===== src/rtl/serial_adder.sv =====
// serial_adder -- bit-serial unsigned adder, LSB first, one bit per clock.
//
// A single one_bit_full_adder cell does all the arithmetic. The operands are
// loaded into shift registers on an accepted start. Each SHIFT cycle feeds the
// cell one bit pair plus the registered carry. The sum bits are shifted in at
// the MSB of a result shift register.
//
// Optional feature macro: SERIAL_ADDER_OVF_EN
//   When defined, adds the ovf port (two's-complement overflow of the add).
//
// Ports:
//   clk    in   rising-edge clock, the only clock
//   rst    in   synchronous active-high reset
//   start  in   request; sampled only in IDLE or DONE
//   a_in   in   [WIDTH-1:0] operand A, captured on an accepted start
//   b_in   in   [WIDTH-1:0] operand B, captured on an accepted start
//   busy   out  high while bits are being added (exactly WIDTH cycles)
//   done   out  one-cycle pulse: sum/cout newly valid
//   sum    out  [WIDTH-1:0] result, held until the next completion
//   cout   out  carry out of bit WIDTH-1, held like sum
//   ovf    out  signed overflow (only with SERIAL_ADDER_OVF_EN)

module one_bit_full_adder (
   input  logic a,
   input  logic b,
   input  logic ci,
   output logic s,
   output logic co
);
   assign s  = a ^ b ^ ci;
   assign co = (a & b) | (ci & (a ^ b));
endmodule

module serial_adder #(
   parameter int WIDTH = 8
) (
   input  logic             clk,
   input  logic             rst,
   input  logic             start,
   input  logic [WIDTH-1:0] a_in,
   input  logic [WIDTH-1:0] b_in,
   output logic             busy,
   output logic             done,
   output logic [WIDTH-1:0] sum,
   output logic             cout
`ifdef SERIAL_ADDER_OVF_EN
   ,
   output logic             ovf
`endif
);
   localparam int            CW       = $clog2(WIDTH);
   localparam logic [CW-1:0] CNT_LAST = CW'(WIDTH - 1);

   typedef enum logic [1:0] {IDLE, SHIFT, DONE} state_t;

   state_t           state_reg;
   logic [WIDTH-1:0] sa_reg;
   logic [WIDTH-1:0] sb_reg;
   logic [WIDTH-1:0] ss_reg;
   logic [CW-1:0]    cnt_reg;
   logic             carry_reg;

   logic             fa_s;
   logic             fa_co;
   logic [WIDTH-1:0] ss_next;

   one_bit_full_adder u_fa (
      .a  (sa_reg[0]),
      .b  (sb_reg[0]),
      .ci (carry_reg),
      .s  (fa_s),
      .co (fa_co)
   );

   // The result register as it will look after this cycle's sum bit enters.
   // It is also the value loaded into sum on the last SHIFT cycle.
   assign ss_next = {fa_s, ss_reg[WIDTH-1:1]};

`ifdef SERIAL_ADDER_OVF_EN
   localparam logic [CW-1:0] CNT_PENULT = CW'(WIDTH - 2);
   // Carry into the MSB. It is captured as the carry-out of bit WIDTH-2,
   // which is the same value carry_reg holds while cnt == WIDTH-1.
   logic cmsb_reg;
`endif

   always_ff @(posedge clk) begin
      if (rst) begin
         state_reg <= IDLE;
         sa_reg    <= '0;
         sb_reg    <= '0;
         ss_reg    <= '0;
         cnt_reg   <= '0;
         carry_reg <= 1'b0;
         busy      <= 1'b0;
         done      <= 1'b0;
         sum       <= '0;
         cout      <= 1'b0;
`ifdef SERIAL_ADDER_OVF_EN
         cmsb_reg  <= 1'b0;
         ovf       <= 1'b0;
`endif
      end else begin
         case (state_reg)
            // DONE accepts a new start exactly like IDLE. This allows
            // back-to-back operation with no bubble cycle.
            IDLE, DONE: begin
               done <= 1'b0;
               if (start) begin
                  sa_reg    <= a_in;
                  sb_reg    <= b_in;
                  carry_reg <= 1'b0;
                  cnt_reg   <= '0;
                  busy      <= 1'b1;
                  state_reg <= SHIFT;
               end else begin
                  state_reg <= IDLE;
               end
            end

            SHIFT: begin
               carry_reg <= fa_co;
               ss_reg    <= ss_next;
               sa_reg    <= sa_reg >> 1;
               sb_reg    <= sb_reg >> 1;
               cnt_reg   <= cnt_reg + 1'b1;
`ifdef SERIAL_ADDER_OVF_EN
               if (cnt_reg == CNT_PENULT) begin
                  cmsb_reg <= fa_co;
               end
`endif
               if (cnt_reg == CNT_LAST) begin
                  sum       <= ss_next;
                  cout      <= fa_co;
`ifdef SERIAL_ADDER_OVF_EN
                  ovf       <= cmsb_reg ^ fa_co;
`endif
                  busy      <= 1'b0;
                  done      <= 1'b1;
                  state_reg <= DONE;
               end
            end

            default: begin
               busy      <= 1'b0;
               done      <= 1'b0;
               state_reg <= IDLE;
            end
         endcase
      end
   end
endmodule


===== config.mk =====
export PLATFORM = sky130hd
export DESIGN_NAME = serial_adder
export DESIGN_NICKNAME = d
export VERILOG_FILES = /design/src/rtl/serial_adder.sv
export SDC_FILE = /design/constraint.sdc
export NUM_CORES = 1
export LEC_CHECK = 0
export BUFFER_PORTS_ARGS = -buffer_cell sky130_fd_sc_hd__buf_2
export CAP_MARGIN = 30
export CORE_AREA = 2 2 61 63
export CTS_CLUSTER_DIAMETER = 50
export DETAILED_ROUTE_END_ITERATION = 8
export DIE_AREA = 0 0 63 65
export PLACE_DENSITY = 0.71
export SKIP_LAST_GASP = 1
export SLEW_MARGIN = 20
export SYNTH_ARGS = -nofsm -noshare
export SYNTH_HDL_FRONTEND = slang
export SYNTH_HIERARCHICAL = 1
export SYNTH_SLANG_ARGS = --single-unit

===== constraint.sdc =====
create_clock -name clk -period 1.1 [get_ports clk]
set_input_delay 0.33 -clock clk [delete_from_list [all_inputs] [get_ports clk]]
set_output_delay 0.33 -clock clk [all_outputs]
set_load 0.005 [all_outputs]

==> results of run 1 <==
routing by layer:
metal	global-route usage	wire, um
met1	0.196	1520
met2	0.314	1820
met3	0.0417	153
met4	0.0750	69
met5	0	0
worst paths after layout:
path,endpoint,cells past startpoint,from,slack (ps)
worst max-delay path,sa_reg[0]$_SDFFE_PP0P_,4,state_reg[0]$_SDFFE_PP0P_,-90
worst min register to register,sum[0]$_SDFFE_PP0P_,2,sum[0]$_SDFFE_PP0P_,460
worst min-delay path,sa_reg[6]$_SDFFE_PP0P_,2,rst,200
worst max register to register,sa_reg[0]$_SDFFE_PP0P_,4,state_reg[0]$_SDFFE_PP0P_,-90
cell usage in the layout, fill, tap and decap left out, drive strengths merged:
cell	count
nand3b	1
nand2b	3
nor3b	1
o21ai	1
a21oi	23
nand3	15
and2b	1
o21a	1
clkinv	1
nand2	56
dfxtp	40
fa	1
buf	45
clkbuf	8
nor2	17
ha	2
nor3	1
nor2b	1
a311oi	14
Yosys cell counts (2+ instances only):
cell      count  area share
a21oi_1      23       0.072
a311oi_1     14       0.077
buf_2         4       0.013
buf_4         6       0.028
clkbuf_1      4      0.0094
dfxtp_1      40        0.50
ha_1          2       0.016
nand2_1      56        0.13
nand2b_1      3       0.012
nand3_1      15       0.047
nor2_1       17       0.040
power groups by stage:
stage | clock (uW) | sequential, uW | combinational (uW)
floorplan | 0 | 1580 | 227
global placement | 0 | 1590 | 326
detailed placement | 0 | 1590 | 332
CTS | 687 | 1560 | 372
global route | 758 | 1580 | 456
finish | 673 | 1570 | 419
logic make-up (layout without fill, tap and decap cells):
kind of cell | count (synthesis) | count (layout) | share of synthesized area
buf+inv | 16 | 54 | 0.0597
compound gates | 39 | 39 | 0.157
simple gates | 96 | 96 | 0.252
fa+ha+maj | 3 | 3 | 0.0283
flops | 40 | 40 | 0.503
what timing repair did:
item	CTS	global route
setup endpoints to repair	36	40
gates cloned	1	3
resized for setup	20	13
pin swaps	11	15
setup buffers	2	2
metrics by stage:
step,cell area [um^2],cells
final,2110,280
after global routing,2110,280
after CTS,2000,275
after detailed placement,1870,265
after global placement,1870,265
after floorplan,1620,194
final cells by class:
type	instances	area (um^2)	share of cell area
sequential	40	823	0.389
multi-input combinational	138	773	0.366
timing repair buffer	47	412	0.195
tap	48	60.1	0.0284
clock buffer	6	41.3	0.0195
clock inverter	1	5.00	0.00237
worst max-delay path: stages (launching register included):
cell	delay [ps]
dfxtp_4	420
nand2b_4	210
buf_12	130
nand2_1	60
a311oi_1	270
==> results.json, run 1 <==
{
  "drt-pass1-iter-count": 4,
  "num_rows": 22,
  "violations": "setup timing",
  "cts_hold_buffers": 0,
  "track_usage": 0.174,
  "combPwrFrac": 0.158,
  "finClkSkew_ps": 3.72,
  "grt_pass1_vias": 1346,
  "syn_area_per_cell_um2": 8.21,
  "cp_max_fo": 6,
  "die-height_um": 65,
  "power_frac_seq": 0.590,
  "clock_sinks": 40,
  "crit_required_ps": 1330,
  "hold_violations": 0,
  "leakage_uw": 0.000839,
  "core_area_um2": 3500,
  "postLayoutCoreUtil": 0.605,
  "cp-end-kind": "flop",
  "holdCritPathClass": "in2reg",
  "vias": 1450,
  "min_period_over_period": 1.08,
  "die_x_um": 63,
  "path_class": "reg2reg",
  "p_switching_uw": 696,
  "numCtsBuffers": 5,
  "wl_per_cell_um": 12.7,
  "final.fill_count": 337,
  "syn_inst": 194,
  "async_flop_share": 0,
  "arrival_ps": 1430,
  "port_buffers": 29,
  "setup_viol": 37,
  "grt_max_degree": 39,
  "drt_wl_total_mm": 3.56,
  "dr.first_iter.drc_count": 60,
  "grt-ovfl-total": 0,
  "synth_edf_count": 0,
  "layout.nets": 254,
  "swShare": 0.261,
  "cts_tree": "done",
  "grt_pass1_wl_mm": 5.64,
  "diodes": 0,
  "ant_nets": 0,
  "power_uw": 2660,
  "netlist_area_um2": 1590,
  "place_ws_ps": -148,
  "drc_errors": 0,
  "vias_per_cell": 5.18,
  "clockBufferDepth": 2,
  "yosysSeqAreaShare": 0.503,
  "holdWs_ps": 204,
  "postLayoutSetupSlackWorst_ps": -90.7,
  "drv_cap": 0,
  "status": "complete, but fails checks",
  "setup_tns_ps": -1110,
  "pwr-share-clk": 0.253,
  "max-slew-margin-rel": 0.838,
  "final_layout_size_suffix_gt1_frac": 0.358,
  "antenna_found_initial": 0,
  "synth_ff_type": "dfxtp_1",
  "path_clk_slew_ps": 110,
  "start_kind": "flop",
  "num_io_pins": 30,
  "die-area_um2": 4100,
  "ys.warnings.count": 6,
  "tightest_slew_ps": 242,
  "fin_crit_ps": 1190,
  "ctsHtreeMaxLevel": 2,
  "fmax_mhz": 840,
  "area_growth_pct": 32.8,
  "clock-root-buffer": "clkbuf_4",
  "gp_congestion": 0.693,
  "dp_hpwl_mm": 1.98,
  "syn-num-nets": 216,
  "yosys_register_bits": 40,
  "power.density_nw_per_um2": 1260,
  "drv_slew": 0,
  "irDropWorstVdd_v": 0.000979,
  "internal-power_uw": 1970,
  "grt_setup_unrepaired": "true",
  "clock_latency_ps": 330,
  "initial_core_util": 0.456,
  "synthDistinctLibCells": 21
}
Power figures use the tool's default switching activity.
==> run 2: changes to the inputs <==
--- a/config.mk
+++ b/config.mk
@@ -9,6 +9,7 @@
 export CAP_MARGIN = 30
 export CORE_AREA = 2 2 61 63
 export CTS_CLUSTER_DIAMETER = 50
+export CTS_CLUSTER_SIZE = 24
 export DETAILED_ROUTE_END_ITERATION = 8
 export DIE_AREA = 0 0 63 65
 export PLACE_DENSITY = 0.71
==> constraint.sdc (replaced) <==
create_clock -name clk -period 1.1 [get_ports clk]
set_input_delay 0.11 -clock clk [delete_from_list [all_inputs] [get_ports clk]]
set_output_delay 0.11 -clock clk [all_outputs]
set_load 0.005 [all_outputs]
==> run 2 against run 1 <==
The run still ends with setup timing left. Wire length fell by 1.6%. Utilization rose by 1.7 points. Combinational power rose by 3%. Clock power rose by 49%. Register-to-register slack improved by 30 ps. Critical endpoint is now sum[7]$_SDFFE_PP0P_.
==> results.json, run 2 (synthesized netlist as in run 1, its figures left out) <==
{
  "drv_slew": 0,
  "port_buffers": 29,
  "gp_congestion": 0.720,
  "track_usage": 0.179,
  "final_layout_size_suffix_gt1_frac": 0.263,
  "grt_max_degree": 41,
  "crit_required_ps": 1400,
  "initial_core_util": 0.456,
  "ctsHtreeMaxLevel": 2,
  "die-height_um": 65,
  "grt_pass1_vias": 1269,
  "numCtsBuffers": 5,
  "die_x_um": 63,
  "clockBufferDepth": 2,
  "leakage_uw": 0.000864,
  "drt_wl_total_mm": 3.50,
  "min_period_over_period": 1.05,
  "final.fill_count": 324,
  "fin_crit_ps": 1160,
  "cp-end-kind": "flop",
  "irDropWorstVdd_v": 0.000955,
  "path_class": "reg2reg",
  "drv_cap": 0,
  "hold_violations": 0,
  "max-slew-margin-rel": 0.859,
  "diodes": 0,
  "clock-root-buffer": "clkbuf_4",
  "grt-ovfl-total": 0,
  "cp_slowest_stage_delay_ps": 360,
  "area_growth_pct": 36.5,
  "cpMostUsedCell": "ha_4",
  "vias_per_cell": 5.06,
  "status": "complete, but fails checks",
  "num_io_pins": 30,
  "path_clk_slew_ps": 130,
  "fin_area_um2": 2170,
  "ant_nets": 0,
  "arrival_ps": 1460,
  "setup_viol": 11,
  "clock_sinks": 40,
  "clock_latency_ps": 360,
  "grt_setup_unrepaired": "true",
  "layout.nets": 261,
  "critPathSlowestCell": "dfxtp_2",
  "postLayoutSetupSlackWorst_ps": -58.8,
  "power.density_nw_per_um2": 1380,
  "num_rows": 22,
  "dr.first_iter.drc_count": 94,
  "final_cell_mix": "55 x nand2_1, 35 x dfxtp_1, 29 x buf_2",
  "cts_tree": "done",
  "holdCritPathClass": "in2reg",
  "violations": "setup timing",
  "dp_hpwl_mm": 1.89,
  "regArea_um2": 810,
  "finClkSkew_ps": 11.2,
  "die-area_um2": 4100,
  "drc_errors": 0,
  "cp_max_fo": 9,
  "dpl-instance-area_um2": 1870,
  "final_common_cell": "nand2_1",
  "drt-pass1-iter-count": 4,
  "fmax_mhz": 863,
  "tightest_slew_ps": 211,
  "grt_pass1_wl_mm": 5.72,
  "multi_input_comb_area_um2": 753,
  "vias": 1458,
  "holdWs_ps": 9.15,
  "antenna_found_initial": 0,
  "worstPathCellList": "ha_4 > ha_4 > nand3b_1 > buf_6 > nand2_1 > a21oi_1",
  "start_kind": "flop",
  "core_area_um2": 3500,
  "wl_per_cell_um": 12.2
}
==> run 2: area by class of cell <==
| cell class | count | area share |
|---|---|---|
| flip-flops and latches | 40 | 0.372 |
| clock buffers | 5 | 0.0173 |
| clock inverters | 3 | 0.0213 |
| well taps | 48 | 0.0276 |
| multi-input cells | 138 | 0.346 |
| repair buffers | 54 | 0.215 |
==> run 2: where the power goes <==
| part | internal, uW | leakage, uW | switching, uW |
|---|---|---|---|
| clock network | 485 | 0.0000418 | 519 |
| registers | 1520 | 0.000329 | 46.1 |
| logic | 223 | 0.000494 | 208 |
==> run 2: timing repair <==
item | 4_1_cts | 5_1_grt
cloned | 1 | 2
gates resized for setup | 8 | 5
buffers inserted | 0 | 1
hold buffers | 8 | 3
endpoints found under the hold margin | 8 | 3
pin swaps | 0 | 2
endpoints found under the setup margin | 24 | 30
==> run 2: layer usage <==
layer | global-route usage | wire length, um
met3 | 0.0556 | 153
met1 | 0.207 | 1570
met4 | 0.0889 | 62
met2 | 0.301 | 1720
met5 | 0 | 0
==> run 2: through the flow <==
stage | setup WS, ps | TNS [ps] | std cells | utilization | power, uW
final | -58.8 | -422 | 288 | 0.622 | 3000
after global routing | -145 | -1690 | 288 | 0.622 | 3160
after CTS | -61.2 | -481 | 282 | 0.598 | 2980
after detailed placement | -67.7 | -747 | 265 | 0.534 | 1930
after global placement | -37.4 | -331 | 265 | 0.534 | 1920
after floorplan | 7.79 | 0 | 194 | - | 1810
==> run 2: worst max-delay path, delay by kind of cell, from the launching register on <==
family,cells,cell delay [ps]
adder cells (fa/ha/maj),2,340
AO/OA/AOI/OAI,1,130
AND/OR/NAND/NOR,2,150
flip-flops,1,360
buffers and inverters,1,130
==> run 2: path summary, 6_finish.rpt <==
| path | endpoint | cells past startpoint | slack (ps) | startpoint |
|---|---|---|---|---|
| hold / removal | sb_reg[6]$_SDFFE_PP0P_ | 3 | 9 | b_in[6] |
| setup reg to reg | sum[7]$_SDFFE_PP0P_ | 6 | -60 | cnt_reg[1]$_SDFFE_PP0P_ |
| setup / recovery | sum[7]$_SDFFE_PP0P_ | 6 | -60 | cnt_reg[1]$_SDFFE_PP0P_ |
| hold reg to reg | sum[2]$_SDFFE_PP0P_ | 2 | 470 | sum[2]$_SDFFE_PP0P_ |
==> run 3: changes to the inputs <==
--- a/config.mk
+++ b/config.mk
@@ -13,7 +13,7 @@
 export DETAILED_ROUTE_END_ITERATION = 8
 export DIE_AREA = 0 0 63 65
 export PLACE_DENSITY = 0.71
-export SKIP_LAST_GASP = 1
+export SETUP_SLACK_MARGIN = 0.3
 export SLEW_MARGIN = 20
 export SYNTH_ARGS = -nofsm -noshare
 export SYNTH_HDL_FRONTEND = slang
==> run 3 against run 2 <==
The run still ends with setup timing left. Sequential power about the same. Setup slack got worse by 34 ps. Clock-buffer cell count increased by 2. Clock power decreased by 29%. First-iteration DRC count decreased by 14%. Wire length increased by 22%. Largest power group unchanged. Register-to-register slack got worse by 30 ps. Combinational power increased by 45%. Via count increased by 7.0%. Sequential cell count unchanged. Power decreased by 2.8%. Final area increased by 15%.
==> results.json, run 3 (synthesized netlist as in run 1, its figures left out) <==
{
  "power_frac_seq": 0.541,
  "vias_per_cell": 5.22,
  "cp-end-kind": "flop",
  "gp_congestion": 0.743,
  "arrival_ps": 1460,
  "clock-root-buffer": "clkbuf_4",
  "rrSetupSlack_ps": -90,
  "final.fill_count": 266,
  "tightest_slew_ps": 293,
  "dp_hpwl_mm": 2.06,
  "path_clk_slew_ps": 120,
  "fin_crit_ps": 1190,
  "grt-ovfl-total": 0,
  "irDropWorstVdd_v": 0.000742,
  "finClkSkew_ps": 13.4,
  "postLayoutSetupSlackWorst_ps": -92.7,
  "crit_required_ps": 1370,
  "status": "complete, but fails checks",
  "antenna_found_initial": 0,
  "cp_slowest_stage_delay_ps": 440,
  "holdCritPathClass": "in2reg",
  "pwr-share-clk": 0.244,
  "swShare": 0.277,
  "clock_latency_ps": 350,
  "track_usage": 0.192,
  "drt_wl_total_mm": 4.27,
  "clockBufferDepth": 2,
  "num_io_pins": 30,
  "die_x_um": 63,
  "crit_buf_inv": 1,
  "cp_max_fo": 7,
  "core_area_um2": 3500,
  "port_buffers": 29,
  "wl_per_cell_um": 14.3,
  "final_common_cell": "nand2_1",
  "vias": 1560,
  "endpoint": "sum[1]$_SDFFE_PP0P_",
  "drv_cap": 0,
  "worstPathCellList": "and2b_4 > clkbuf_16 > nand3_1 > a21oi_1",
  "ant_nets": 0,
  "path_class": "reg2reg",
  "fmax_mhz": 838,
  "diodes": 0,
  "power_uw": 2920,
  "postLayoutCoreUtil": 0.714,
  "grt_setup_unrepaired": "true",
  "path_delay_family": "flip-flops",
  "grt_max_degree": 33,
  "crit_cells": 4,
  "ctsHtreeMaxLevel": 2,
  "r2r.worst_path.cells": 4,
  "layout.nets": 272,
  "internal-power_uw": 2110,
  "drv_slew": 0,
  "grt_pass1_vias": 1429,
  "crit_start": "state_reg[0]$_SDFFE_PP0P_",
  "hold_depth": 3,
  "area_growth_pct": 56.6,
  "power.density_nw_per_um2": 1170,
  "holdWs_ps": 9.75,
  "numCtsBuffers": 5,
  "leakage_uw": 0.000994,
  "reg2reg_to": "sum[1]$_SDFFE_PP0P_",
  "grt_pass1_wl_mm": 6.27,
  "final_layout_size_suffix_gt1_frac": 0.538,
  "start_kind": "flop",
  "dr.first_iter.drc_count": 81,
  "final_cell_mix": "33 x nand2_1, 27 x buf_2, 24 x dfxtp_1",
  "p_switching_uw": 809,
  "die-height_um": 65,
  "cts_tree": "done",
  "drc_errors": 0,
  "combPwrFrac": 0.215,
  "clock_sinks": 40,
  "initial_core_util": 0.456,
  "worstReg2RegStart": "state_reg[0]$_SDFFE_PP0P_",
  "drt-pass1-iter-count": 4,
  "critPathSlowestCell": "dfxtp_4",
  "violations": "setup timing",
  "min_period_over_period": 1.08,
  "die-area_um2": 4100,
  "setup_viol": 24,
  "hold_violations": 0,
  "max-slew-margin-rel": 0.805,
  "num_rows": 22
}
[run 3: cell types whose count changed in the layout (fill, tap and decap cells not counted), sizes merged]
cell / before / now
dlygate4sd3: 11 / 3
clkinvlp: 1 / 0
inv: 1 / 0
nand2b: 3 / 5
bufinv: 1 / 0
clkbuf: 6 / 12
buf: 42 / 55
clkinv: 0 / 1
[run 3: worst min path at each step]
stage                       start                endpoint  slack [ps]
after floorplan           b_in[7]  sb_reg[7]$_SDFFE_PP0P_         250
after global placement    b_in[7]  sb_reg[7]$_SDFFE_PP0P_         360
after global routing      a_in[5]  sa_reg[5]$_SDFFE_PP0P_           3
final                     a_in[6]  sa_reg[6]$_SDFFE_PP0P_          10
after CTS                 a_in[6]  sa_reg[6]$_SDFFE_PP0P_           6
after detailed placement  a_in[7]  sa_reg[7]$_SDFFE_PP0P_         370
[run 3: repair_timing]
action / 4_1_cts / 5_1_grt
resized for setup: 46 / 31
pin swaps: 22 / 11
hold endpoints to repair: 2 / 1
setup buffers: 8 / 3
hold buffers: 2 / 1
endpoints found under the setup margin: 51 / 51
cloned: 4 / 6
[run 3: power by group through the flow]
| stage | clock network [uW] | registers [uW] | logic (uW) |
|---|---|---|---|
| after global placement | 0 | 1590 | 338 |
| after detailed placement | 0 | 1600 | 343 |
| after global routing | 792 | 1590 | 673 |
| after CTS | 721 | 1570 | 454 |
| final | 712 | 1580 | 627 |
| after floorplan | 0 | 1590 | 262 |
[run 3: final cells by class]
| cell class | count | area (um^2) | share of cell area |
|---|---|---|---|
| tap | 48 | 60.1 | 0.0241 |
| sequential | 40 | 823 | 0.330 |
| multi-input combinational | 140 | 950 | 0.381 |
| clock buffer | 7 | 45.0 | 0.0181 |
| timing repair buffer | 63 | 612 | 0.245 |
| clock inverter | 1 | 5.00 | 0.00201 |
[run 3: metal layers]
metal  wire length [um]  track usage  vias up
met1               1770        0.230      737
met3                204       0.0365        2
li1                   -            -      775
met4                 21       0.0667        0
met5                  0            0        -
met2               2280        0.343       46
[run 3: through the flow]
step           TNS (ps)  area, um^2  worst slack (ps)  std cells
4_1_cts            -439        2200             -61.1        289
3_3_place_gp       -130        1900             -34.3        267
5_1_grt           -2690        2490              -141        299
6_report           -942        2490             -92.7        299
3_5_place_dp       -510        1900             -47.3        267
2_1_floorplan         0        1690              9.16        194
[run 3: tightest hold or removal path: stages]
cell      delay [ps]
buf_2            100
nand2_2           50
a311oi_1          60
